===== config.mk =====
export PLATFORM = sky130hd
export DESIGN_NAME = cache_refill_ctrl_flat
export DESIGN_NICKNAME = d
export VERILOG_FILES = /design/src/rtl/cache_types.sv /design/src/rtl/cache_refill_ctrl_if.sv /design/src/rtl/cache_line_merge.sv /design/src/rtl/cache_refill_ctrl.sv /design/src/flat_wrapper.sv
export SDC_FILE = /design/constraint.sdc
export NUM_CORES = 1
export LEC_CHECK = 0
export CAP_MARGIN = 20
export CORE_AREA = 2 2 481 483
export DETAILED_ROUTE_END_ITERATION = 6
export DIE_AREA = 0 0 483 485
export PLACE_DENSITY = 0.3
export RECOVER_POWER = 50
export SETUP_SLACK_MARGIN = 0.5
export SLEW_MARGIN = 5
export SYNTH_ARGS = -nofsm -noshare
export SYNTH_HDL_FRONTEND = slang
export SYNTH_SLANG_ARGS = --single-unit

===== constraint.sdc =====
create_clock -name clk -period 1.64 [get_ports clk]
set_input_delay 0.164 -clock clk [delete_from_list [all_inputs] [get_ports clk]]
set_output_delay 0.164 -clock clk [all_outputs]
set_load 0.01 [all_outputs]

===== src/rtl/cache_types.sv =====
// Shared types and constants for the cache refill controller.
//   refill_state_t : refill FSM states
//   refill_req_t   : miss context captured when a miss is accepted
//   tag_width()    : tag width for a given set-index width (27 - set_bits)
package cache_types;

  localparam int unsigned ADDR_BITS   = 32;
  localparam int unsigned LINE_BITS   = 256;
  localparam int unsigned OFFSET_BITS = 5;
  // Tag field of the tag array; narrower tags are zero-extended into it.
  localparam int unsigned TAG_FIELD_W = 23;

  typedef enum logic [1:0] {
    StIdle,
    StWriteback,
    StFill
  } refill_state_t;

  typedef struct packed {
    logic [ADDR_BITS-1:0]   addr;
    logic [1:0]             way;
    logic [TAG_FIELD_W-1:0] vtag;
    logic [LINE_BITS-1:0]   vdata;
  } refill_req_t;

  function automatic int unsigned tag_width(input int unsigned set_bits);
    return ADDR_BITS - OFFSET_BITS - set_bits;
  endfunction

endpackage


===== src/rtl/cache_refill_ctrl_if.sv =====
// Bus bundle between cache stage 2, the refill controller, memory (DFP) and the SRAM arrays.
//   master : the refill controller (drives DFP requests, SRAM write ports and replay pulses)
//   slave  : the environment (stage 2 requests, victim info, DFP responses)
interface cache_refill_ctrl_if #(
  parameter int unsigned SET_BITS = 4
) ();
  import cache_types::*;

  localparam int unsigned TAG_W = tag_width(SET_BITS);

  // Stage 2 request side
  logic                 miss_req;
  logic                 hit_write;
  logic [1:0]           hit_way;
  logic [31:0]          req_addr;
  logic [3:0]           req_wmask;
  logic [31:0]          req_wdata;
  logic [1:0]           victim_way;
  logic                 victim_valid;
  logic                 victim_dirty;
  logic [TAG_W-1:0]     victim_tag;
  logic [LINE_BITS-1:0] victim_data;
  // Memory side
  logic [31:0]          dfp_addr;
  logic                 dfp_read;
  logic                 dfp_write;
  logic [LINE_BITS-1:0] dfp_wdata;
  logic [LINE_BITS-1:0] dfp_rdata;
  logic                 dfp_resp;
  // SRAM write ports
  logic [3:0]           data_web;
  logic [31:0]          data_wmask;
  logic [LINE_BITS-1:0] data_din;
  logic [3:0]           tag_web;
  logic [23:0]          tag_din;
  logic                 valid_din;
  // Replay pulses / status
  logic                 dfp_resp_reg;
  logic                 write_done_reg;
  logic                 busy;

  modport master (
    input  miss_req, hit_write, hit_way, req_addr, req_wmask, req_wdata,
           victim_way, victim_valid, victim_dirty, victim_tag, victim_data,
           dfp_rdata, dfp_resp,
    output dfp_addr, dfp_read, dfp_write, dfp_wdata,
           data_web, data_wmask, data_din, tag_web, tag_din, valid_din,
           dfp_resp_reg, write_done_reg, busy
  );

  modport slave (
    output miss_req, hit_write, hit_way, req_addr, req_wmask, req_wdata,
           victim_way, victim_valid, victim_dirty, victim_tag, victim_data,
           dfp_rdata, dfp_resp,
    input  dfp_addr, dfp_read, dfp_write, dfp_wdata,
           data_web, data_wmask, data_din, tag_web, tag_din, valid_din,
           dfp_resp_reg, write_done_reg, busy
  );

endinterface


===== src/rtl/cache_line_merge.sv =====
// Places a 32-bit store into a 256-bit line: replicated write data plus a per-byte line mask.
//   word     : store data
//   wmask    : byte mask within the word
//   word_idx : word index within the line (addr[4:2])
//   din      : word replicated across the line
//   bmask    : byte enables within the line
module cache_line_merge
  import cache_types::*;
(
  input  logic [31:0]            word,
  input  logic [3:0]             wmask,
  input  logic [2:0]             word_idx,
  output logic [LINE_BITS-1:0]   din,
  output logic [LINE_BITS/8-1:0] bmask
);

  always_comb begin
    din   = {(LINE_BITS / 32){word}};
    bmask = (LINE_BITS/8)'(wmask) << {word_idx, 2'b00};
  end

endmodule


===== src/rtl/cache_refill_ctrl.sv =====
// Refill controller downstream of cache stage 2. Owns the DFP bus and all SRAM write ports.
// Misses write back a dirty victim, fetch the line and install it; write hits perform a masked
// single-word write and set the dirty bit. One-cycle replay pulses go back to stage 2.
//   clk, rst : clock, synchronous active-high reset
//   bus      : cache_refill_ctrl_if master (stage 2 request, DFP, SRAM write, pulses, busy)
//   perf_*   : saturating miss / write-back / write-hit counters, only when CACHE_PERF_CNT_EN
//              is defined
// SET_BITS must be >= 4 so the tag fits the 23-bit tag field.
module cache_refill_ctrl
  import cache_types::*;
#(
  parameter int unsigned SET_BITS = 4,
  parameter int unsigned NUM_WAYS = 4
) (
  input logic                 clk,
  input logic                 rst,
  cache_refill_ctrl_if.master bus
`ifdef CACHE_PERF_CNT_EN
  ,
  output logic [31:0]         perf_miss_cnt,
  output logic [31:0]         perf_wb_cnt,
  output logic [31:0]         perf_whit_cnt
`endif
);

  localparam int unsigned TAG_W   = tag_width(SET_BITS);
  localparam int unsigned TAG_LSB = OFFSET_BITS + SET_BITS;

  function automatic logic [NUM_WAYS-1:0] way_web(input logic [1:0] way);
    return ~(NUM_WAYS'(1) << way);
  endfunction

  refill_state_t state_q, state_d;
  refill_req_t   req_q, req_d;
  logic          dfp_resp_reg_q, dfp_resp_reg_d;
  logic          write_done_q, write_done_d;

  logic [LINE_BITS-1:0]   merge_din;
  logic [LINE_BITS/8-1:0] merge_bmask;

  cache_line_merge u_merge (
    .word     (bus.req_wdata),
    .wmask    (bus.req_wmask),
    .word_idx (bus.req_addr[4:2]),
    .din      (merge_din),
    .bmask    (merge_bmask)
  );

  always_ff @(posedge clk) begin
    if (rst) begin
      state_q        <= StIdle;
      req_q          <= '0;
      dfp_resp_reg_q <= 1'b0;
      write_done_q   <= 1'b0;
    end else begin
      state_q        <= state_d;
      req_q          <= req_d;
      dfp_resp_reg_q <= dfp_resp_reg_d;
      write_done_q   <= write_done_d;
    end
  end

  always_comb begin
    state_d        = state_q;
    req_d          = req_q;
    dfp_resp_reg_d = 1'b0;
    write_done_d   = 1'b0;
    bus.dfp_addr   = '0;
    bus.dfp_read   = 1'b0;
    bus.dfp_write  = 1'b0;
    bus.dfp_wdata  = '0;
    bus.data_web   = '1;
    bus.data_wmask = '0;
    bus.data_din   = '0;
    bus.tag_web    = '1;
    bus.tag_din    = '0;
    bus.valid_din  = 1'b0;

    // Reset masks everything so a late dfp_resp or stale request cannot write the arrays.
    if (!rst) begin
      unique case (state_q)
        StIdle: begin
          if (bus.miss_req) begin
            req_d.addr  = bus.req_addr;
            req_d.way   = bus.victim_way;
            req_d.vtag  = TAG_FIELD_W'(bus.victim_tag);
            req_d.vdata = bus.victim_data;
            state_d     = (bus.victim_valid && bus.victim_dirty) ? StWriteback : StFill;
          end else if (bus.hit_write) begin
            bus.data_web   = way_web(bus.hit_way);
            bus.data_wmask = merge_bmask;
            bus.data_din   = merge_din;
            bus.tag_web    = way_web(bus.hit_way);
            bus.tag_din    = {1'b1, TAG_FIELD_W'(bus.req_addr[31:TAG_LSB])};
            bus.valid_din  = 1'b1;
            write_done_d   = 1'b1;
          end
        end
        StWriteback: begin
          // Request drops combinationally in the response cycle.
          bus.dfp_write = ~bus.dfp_resp;
          bus.dfp_addr  = {req_q.vtag[TAG_W-1:0], req_q.addr[TAG_LSB-1:OFFSET_BITS],
                           {OFFSET_BITS{1'b0}}};
          bus.dfp_wdata = req_q.vdata;
          if (bus.dfp_resp) begin
            state_d = StFill;
          end
        end
        StFill: begin
          bus.dfp_read = 1'b1;
          bus.dfp_addr = {req_q.addr[31:OFFSET_BITS], {OFFSET_BITS{1'b0}}};
          if (bus.dfp_resp) begin
            bus.data_web   = way_web(req_q.way);
            bus.data_wmask = '1;
            bus.data_din   = bus.dfp_rdata;
            bus.tag_web    = way_web(req_q.way);
            bus.tag_din    = {1'b0, TAG_FIELD_W'(req_q.addr[31:TAG_LSB])};
            bus.valid_din  = 1'b1;
            dfp_resp_reg_d = 1'b1;
            state_d        = StIdle;
          end
        end
        default: state_d = StIdle;
      endcase
    end
  end

  assign bus.dfp_resp_reg   = dfp_resp_reg_q;
  assign bus.write_done_reg = write_done_q;
  assign bus.busy           = (state_q != StIdle);

  logic unused_bits;
  assign unused_bits = ^{req_q.addr[OFFSET_BITS-1:0], bus.req_addr[1:0]};

`ifdef CACHE_PERF_CNT_EN
  logic        miss_acc, wb_done;
  logic [31:0] miss_cnt_q, wb_cnt_q, whit_cnt_q;

  assign miss_acc = (state_q == StIdle) && bus.miss_req;
  assign wb_done  = (state_q == StWriteback) && bus.dfp_resp;

  always_ff @(posedge clk) begin
    if (rst) begin
      miss_cnt_q <= '0;
      wb_cnt_q   <= '0;
      whit_cnt_q <= '0;
    end else begin
      if (miss_acc && (miss_cnt_q != '1)) miss_cnt_q <= miss_cnt_q + 32'd1;
      if (wb_done && (wb_cnt_q != '1)) wb_cnt_q <= wb_cnt_q + 32'd1;
      if (write_done_d && (whit_cnt_q != '1)) whit_cnt_q <= whit_cnt_q + 32'd1;
    end
  end

  assign perf_miss_cnt = miss_cnt_q;
  assign perf_wb_cnt   = wb_cnt_q;
  assign perf_whit_cnt = whit_cnt_q;
`endif

endmodule


===== src/flat_wrapper.sv =====
// flat-port wrapper written by rule: the top's interface ports become plain ports
module cache_refill_ctrl_flat import cache_types::*;
#(
  parameter int unsigned SET_BITS = 4,
  parameter int unsigned NUM_WAYS = 4
)
  (clk, rst, bus_miss_req, bus_hit_write, bus_hit_way, bus_req_addr, bus_req_wmask, bus_req_wdata, bus_victim_way, bus_victim_valid, bus_victim_dirty, bus_victim_tag, bus_victim_data, bus_dfp_rdata, bus_dfp_resp, bus_dfp_addr, bus_dfp_read, bus_dfp_write, bus_dfp_wdata, bus_data_web, bus_data_wmask, bus_data_din, bus_tag_web, bus_tag_din, bus_valid_din, bus_dfp_resp_reg, bus_write_done_reg, bus_busy);
  cache_refill_ctrl_if #(.SET_BITS(SET_BITS)) bus_i ();
  input logic clk;
  input logic rst;
  input wire logic [$bits(bus_i.miss_req)-1:0] bus_miss_req;
  input wire logic [$bits(bus_i.hit_write)-1:0] bus_hit_write;
  input wire logic [$bits(bus_i.hit_way)-1:0] bus_hit_way;
  input wire logic [$bits(bus_i.req_addr)-1:0] bus_req_addr;
  input wire logic [$bits(bus_i.req_wmask)-1:0] bus_req_wmask;
  input wire logic [$bits(bus_i.req_wdata)-1:0] bus_req_wdata;
  input wire logic [$bits(bus_i.victim_way)-1:0] bus_victim_way;
  input wire logic [$bits(bus_i.victim_valid)-1:0] bus_victim_valid;
  input wire logic [$bits(bus_i.victim_dirty)-1:0] bus_victim_dirty;
  input wire logic [$bits(bus_i.victim_tag)-1:0] bus_victim_tag;
  input wire logic [$bits(bus_i.victim_data)-1:0] bus_victim_data;
  input wire logic [$bits(bus_i.dfp_rdata)-1:0] bus_dfp_rdata;
  input wire logic [$bits(bus_i.dfp_resp)-1:0] bus_dfp_resp;
  output wire logic [$bits(bus_i.dfp_addr)-1:0] bus_dfp_addr;
  output wire logic [$bits(bus_i.dfp_read)-1:0] bus_dfp_read;
  output wire logic [$bits(bus_i.dfp_write)-1:0] bus_dfp_write;
  output wire logic [$bits(bus_i.dfp_wdata)-1:0] bus_dfp_wdata;
  output wire logic [$bits(bus_i.data_web)-1:0] bus_data_web;
  output wire logic [$bits(bus_i.data_wmask)-1:0] bus_data_wmask;
  output wire logic [$bits(bus_i.data_din)-1:0] bus_data_din;
  output wire logic [$bits(bus_i.tag_web)-1:0] bus_tag_web;
  output wire logic [$bits(bus_i.tag_din)-1:0] bus_tag_din;
  output wire logic [$bits(bus_i.valid_din)-1:0] bus_valid_din;
  output wire logic [$bits(bus_i.dfp_resp_reg)-1:0] bus_dfp_resp_reg;
  output wire logic [$bits(bus_i.write_done_reg)-1:0] bus_write_done_reg;
  output wire logic [$bits(bus_i.busy)-1:0] bus_busy;
  assign bus_i.miss_req = bus_miss_req;
  assign bus_i.hit_write = bus_hit_write;
  assign bus_i.hit_way = bus_hit_way;
  assign bus_i.req_addr = bus_req_addr;
  assign bus_i.req_wmask = bus_req_wmask;
  assign bus_i.req_wdata = bus_req_wdata;
  assign bus_i.victim_way = bus_victim_way;
  assign bus_i.victim_valid = bus_victim_valid;
  assign bus_i.victim_dirty = bus_victim_dirty;
  assign bus_i.victim_tag = bus_victim_tag;
  assign bus_i.victim_data = bus_victim_data;
  assign bus_i.dfp_rdata = bus_dfp_rdata;
  assign bus_i.dfp_resp = bus_dfp_resp;
  assign bus_dfp_addr = bus_i.dfp_addr;
  assign bus_dfp_read = bus_i.dfp_read;
  assign bus_dfp_write = bus_i.dfp_write;
  assign bus_dfp_wdata = bus_i.dfp_wdata;
  assign bus_data_web = bus_i.data_web;
  assign bus_data_wmask = bus_i.data_wmask;
  assign bus_data_din = bus_i.data_din;
  assign bus_tag_web = bus_i.tag_web;
  assign bus_tag_din = bus_i.tag_din;
  assign bus_valid_din = bus_i.valid_din;
  assign bus_dfp_resp_reg = bus_i.dfp_resp_reg;
  assign bus_write_done_reg = bus_i.write_done_reg;
  assign bus_busy = bus_i.busy;
  cache_refill_ctrl #(.SET_BITS(SET_BITS), .NUM_WAYS(NUM_WAYS)) u_core (.clk(clk), .rst(rst), .bus(bus_i));
endmodule

---- Yosys cells after proc, flatten, opt, wreduce, memory -nomap -nowiden ----
Cells that the tools add are included.
storage, ports and cells
  output and inout port bits .............. 614
  logic and storage cells ................. 65
  flip-flop bits (word level) ............. 317
operators by class
  shifts and indexed selects .............. 3
  mux-type cells .......................... 38
  equal/unequal tests ..................... 5
  reduce and logical (&&, ||, !) cells .... 7
  bitwise gates (word level) .............. 5
operators by type and width
  kind                 number
  $mux 256             6
  $pmux 256 s2         1
  $mux 32              5
  $pmux 32 s2          2
  $mux 24              3
  $pmux 24 s2          1
  $shl 4x5->32         1
  $mux 23              1
  $mux 4               4
  $mux 1               8
  $mux 2               4
  $not 4->4            2
  $pmux 4 s2           1
  $shl 1x2->4 const A  2
  $ne 2x2->1 const B   3
  $pmux 2 s3           1
  $reduce_or 2->1      2
  $not 1->1            3
  $reduce_and 3->1     1
  $eq 2x1->1 const B   1
  $eq 2x2->1 const B   1
  $logic_not 2->1      1
  $pmux 1 s2           1
  $reduce_and 2->1     1
  other kinds (2)      2

---- Logic depth before layout (Yosys ltp) ----
  word-level depth ........................ 6
  gate-level depth with buffers ........... 9
  mapped depth without buffers ............ 5

---- Hierarchy ----
Synthesis repeated with hierarchy kept, for this count alone.
unflattened totals
  cells, all modules ...................... 2727
  area total of the unflattened synthesis .. 20337.0 um^2
by module, submodules not included
  module             times used  cells an instance  area an instance (um^2)
  cache_refill_ctrl  1           2430               18022.3
  cache_line_merge   1           297                2314.7

---- Worst setup path before layout ----
OpenSTA, ideal clock, no wires.
  kind .................................... flip-flop to output port
  start ................................... register u_core.state_q[0]
  end ..................................... output port bus_tag_din[13]
  data required time ...................... 1476 ps
  setup slack ............................. -32 ps
  path buffers ............................ 4
  cell stages (with the launch flop) ...... 10
  arrival ................................. 1508 ps
  path through ............................ dfxtp_1 inv_1 ha_1 buf_2 and2_1 buf_4 buf_4 buf_4 a22oi_1 nor2_1
on the way
  longest elaborated chain between the ends .. 3
  elaborated cells on any way between the ends .. 4
RTL lines
  item                                                  line                     text
  from (decl)                                           cache_refill_ctrl.sv:33  refill_state_t state_q, state_d;
  from (signal assigned)                                cache_refill_ctrl.sv:51  state_q <= StIdle;
  from (signal assigned)                                cache_refill_ctrl.sv:56  state_q <= state_d;
  $eq 2x2->1 / $logic_not 2->1 (equally long branches)  cache_refill_ctrl.sv:81  unique case (state_q)
  $pmux 24 s2 *                                         cache_refill_ctrl.sv:81
  $mux 24 *                                             cache_refill_ctrl.sv:80  if (!rst) begin
  to (decl)                                             flat_wrapper.sv:32       output wire logic [$bits(bus_i.tag_din)-1:0] bus_tag_din;
Mark *: on every way between the ends. The rest lies on a longest branch, timed or not.

---- Final worst setup path ----
  start ................................... register u_core.state_q[1]
  end ..................................... output port bus_data_din[149]
on the way
  longest elaborated chain between the ends .. 3
  elaborated cells on any way between the ends .. 4
RTL lines
  item                                                  line                     text
  $eq 2x2->1 / $logic_not 2->1 (equally long branches)  cache_refill_ctrl.sv:81
  $pmux 256 s2 *                                        cache_refill_ctrl.sv:81
  $mux 256 *                                            cache_refill_ctrl.sv:80
  to (decl)                                             flat_wrapper.sv:30       output wire logic [$bits(bus_i.data_din)-1:0] bus_data_din;
Marks and branches as above.

==> run_results.csv <==
group,metric,value,unit
setup_path,crit_start,"u_core.state_q[1]$_SDFFE_PP0P_",
setup_path,crit_type,"flop to output port",
setup_path,path_max_fanout,8,
cells_and_area,nets,4731,
setup_path,start_kind,"flop",
setup_path,slowest_delay,0.36,ns
setup_path,path_delay_family,"buffers and inverters",
timing,maxSlewViolCount,0,
timing,setup_slack,-1.27,ns
clock_tree,clockBufferDepth,3,
timing,worst_slew_pin_slew,0.812,ns
cells_and_area,reg.largest.list,"u_core.req_q x308, u_core.state_q x2",
routing,drcViolationCount,0,
power,clkPwrFrac,0.367,
power,switchingPower,10.6,mW
floorplan,die_area,234000,um2
cells_and_area,largest_register_ffs,308,
global_route,track_usage,0.162,
routing,finalWirelength,200000,um
power,finalPower,30.6,mW
synthesis,synthFlopType,"dfxtp_1",
synthesis,async_reset_ff_frac,0,
setup_path,r2r_slack,-0.30,ns
synthesis,syn_inst,2487,
setup_path,path_cells,"inv_2 > ha_4 > buf_6 > o21bai_4 > buf_12 > buf_12 > clkbuf_16 > buf_8 > a21oi_1 > dlygate4sd2_1",
synthesis,ys_seq_elements,312,
cells_and_area,top_register,"u_core.req_q",
synthesis,yosysWarnings,0,
setup_path,arrival,2.74,ns
clock_tree,clkSinkCount,312,
cells_and_area,syn_to_final_growth,148,%
cells_and_area,multi_input_comb_area,10500,um2
global_route,first_global_vias,25100,
floorplan,rows,176,
clock_tree,cts_root_buf,"clkbuf_16",
floorplan,die_x,483,um
timing,fmax,344,MHz
power,seqPwrFrac,0.281,
cells_and_area,seq_area,6250,um2
routing,via_per_inst,3.43,
synthesis,avgSynthCellArea,6.68,um2
setup_path,crit_top_cell,"buf_12",
setup_path,reg2reg_to,"u_core.state_q[0]$_SDFFE_PP0P_",
timing,period_needed,2.91,ns
floorplan,ioPinCount,1228,
timing,fin_skew,0.0272,ns
place,hpwl,165000,um
job,maxCapViolCount,0,
place,gp_congestion,0.927,
cells_and_area,final_area,41200,um2
place,portBuffers,1220,
setup_path,r2r_start,"u_core.state_q[1]$_SDFFE_PP0P_",
synthesis,yosysTopAreaCellShare,0.376,
synthesis,ys_types,32,
place,place_area,35500,um2
timing,hold_violations,0,
power,netSwitchingFraction,0.345,
routing,wire_per_inst,27.7,um
setup_path,worst-path-stages,10,
setup_path,worstRegToRegCells,9,
clock_tree,numCtsBuffers,48,
power,p_leak,16.0,nW
timing,setup_viol,871,
power,intPower,20.1,mW
floorplan,dieHeight,485,um
timing,maxSlewHeadroom,0.459,
cells_and_area,drive_above_1_share,0.280,
status,outcome,"complete, but fails checks",
global_route,grt_pass1_wl,254000,um
min_path,hp-class,"input pin to flop",
routing,ant_nets,0,
power,combPwrFrac,0.351,
setup_path,endpoint,"bus_data_din[149]",
synthesis,synth_enable_flop_cells,0,
clock_tree,cts_tree,"yes",
routing,vias,24800,
setup_path,slowest_stage,"dfxtp_2",
synthesis,synth_top_cell_by_area,"dfxtp_1",
power,p_per_area,743,nW/um2
timing,rsz0062_at_grt,"true",
global_route,antenna_found_initial,157,
synthesis,synthesis.area,16600,um2
setup_path,crit_buf_inv,7,
setup_path,setup.worst_path.end_class,"output port",
routing,firstDrtPassIters,5,
clock_tree,ctsHtreeMaxLevel,2,
status,violations,"setup timing",
power,ir_worst_vdd,0.000727,V
timing,min_period_over_period,1.77,
floorplan,initial_core_util,0.0725,
clock_tree,path_clk_slew,0.06,ns
routing,first_iter_violations,1237,
global_route,overflow,0,
setup_path,worstPathRequired,1.48,ns
cells_and_area,final.fill_count,26200,
synthesis,synth_area_leaders,"dfxtp_1 (38%), nand2_1 (21%), a21oi_1 (18%)",
clock_tree,clk_latency,0.67,ns
global_route,grt_max_degree,87,
floorplan,fp.coreArea,229000,um2
synthesis,seq_area_frac_synth,0.376,
[cell type report]
type,instances,share of cell area
diodes,49,0.00298
clock inverters,20,0.00768
clock buffers,68,0.0332
repair buffers,1808,0.457
flip-flops and latches,312,0.152
inverters,3,0.000334
well taps,3026,0.0919
multi-input cells,1941,0.256
[synthesized netlist by cell type (10+ instances only)]
cell type and instances:
nor2b_1 10, clkbuf_1 82, buf_4 32, a22oi_1 46
a21oi_1 600, nor2_1 52, nand4_1 16, dfxtp_1 312
buf_6 27, buf_2 85, and2_1 263, nand2_1 909
nand3_1 17
[logic make-up after synthesis]
group	synth area share
AOI/OAI and AO/OA	0.206
adders and majority gates	0.00226
buffers and inverters	0.0798
DFF	0.376
other	0.000226
and+or+nand+nor	0.336
[cell usage in the layout (no fill, tap or decap), types with 59 or more instances in the layout]
| cell type | netlist | layout |
|---|---|---|
| nand2_1 | 909 | 863 |
| clkdlybuf4s50_1 | 0 | 684 |
| a21oi_1 | 600 | 434 |
| buf_4 | 32 | 314 |
| dfxtp_1 | 312 | 310 |
| and2_1 | 263 | 249 |
| dlygate4sd2_1 | 0 | 160 |
| buf_12 | 0 | 156 |
| dlygate4sd3_1 | 0 | 149 |
| a21oi_2 | 0 | 124 |
| buf_6 | 27 | 111 |
| buf_2 | 85 | 88 |
| clkbuf_16 | 0 | 61 |
| clkbuf_2 | 3 | 59 |
[power by group through the flow]
stage	logic [mW]	clock network (mW)	registers, mW
after floorplan	3.31	0	8.59
after global placement	9.12	0	8.79
after detailed placement	9.10	0	8.80
after CTS	10.3	11.9	8.64
after global routing	11.4	12.1	8.71
final	10.8	11.3	8.63
[worst reg2reg max path, stage by stage, from the launching register on]
cell and delay [ns]:
dfxtp_2 0.36, inv_2 0.06, buf_4 0.14, ha_4 0.17
buf_4 0.14, buf_12 0.14, buf_6 0.16, o21ba_2 0.24
or3_1 0.34, a21oi_1 0.11
[through the flow]
step	util	setup slack (ns)	std cells	hold WS [ns]	TNS, ns
floorplan	-	0.0380	2491	0.300	0
global placement	0.155	-1.13	6819	0.437	-455.14
detailed placement	0.155	-1.13	6819	0.443	-457.17
CTS	0.176	-1.34	7115	0.000195	-754.75
global route	0.180	-1.34	7206	0.0323	-744.47
finish	0.180	-1.27	7227	0.0482	-659.71
[per-layer routing]
metal / share of wire / wire [um] / GRT usage / vias to the layer above
li1: - / - / - / 11400
met3: 0.10 / 20800 / 0.0706 / 372
met2: 0.50 / 101000 / 0.295 / 1189
met4: 0.045 / 9010 / 0.0609 / 106
met5: 0.0034 / 690 / 0 / -
met1: 0.35 / 69200 / 0.163 / 11700
[worst min path at each step]
stage	startpoint	endpoint	slack, ns	depth (start not counted)
floorplan	bus_victim_data[0]	u_core.req_q[0]$_SDFFE_PP0P_	0.30	2
global placement	u_core.req_q[99]$_SDFFE_PP0P_	u_core.req_q[99]$_SDFFE_PP0P_	0.44	2
detailed placement	u_core.req_q[168]$_SDFFE_PP0P_	u_core.req_q[168]$_SDFFE_PP0P_	0.44	2
CTS	bus_victim_tag[1]	u_core.req_q[257]$_SDFFE_PP0P_	0.0002	3
global route	bus_victim_data[22]	u_core.req_q[22]$_SDFFE_PP0P_	0.03	3
finish	rst	u_core.state_q[0]$_SDFFE_PP0P_	0.05	4
[timing repair]
item | CTS | global route
endpoints found under the setup margin | 921 | 921
cloned | 14 | 14
buffers inserted | 45 | 49
hold buffers | 149 | 0
resized for setup | 863 | 564
pin swaps | 26 | 25
hold endpoints to repair | 149 | 0
No activity file was read; power rests on OpenSTA's default activity.
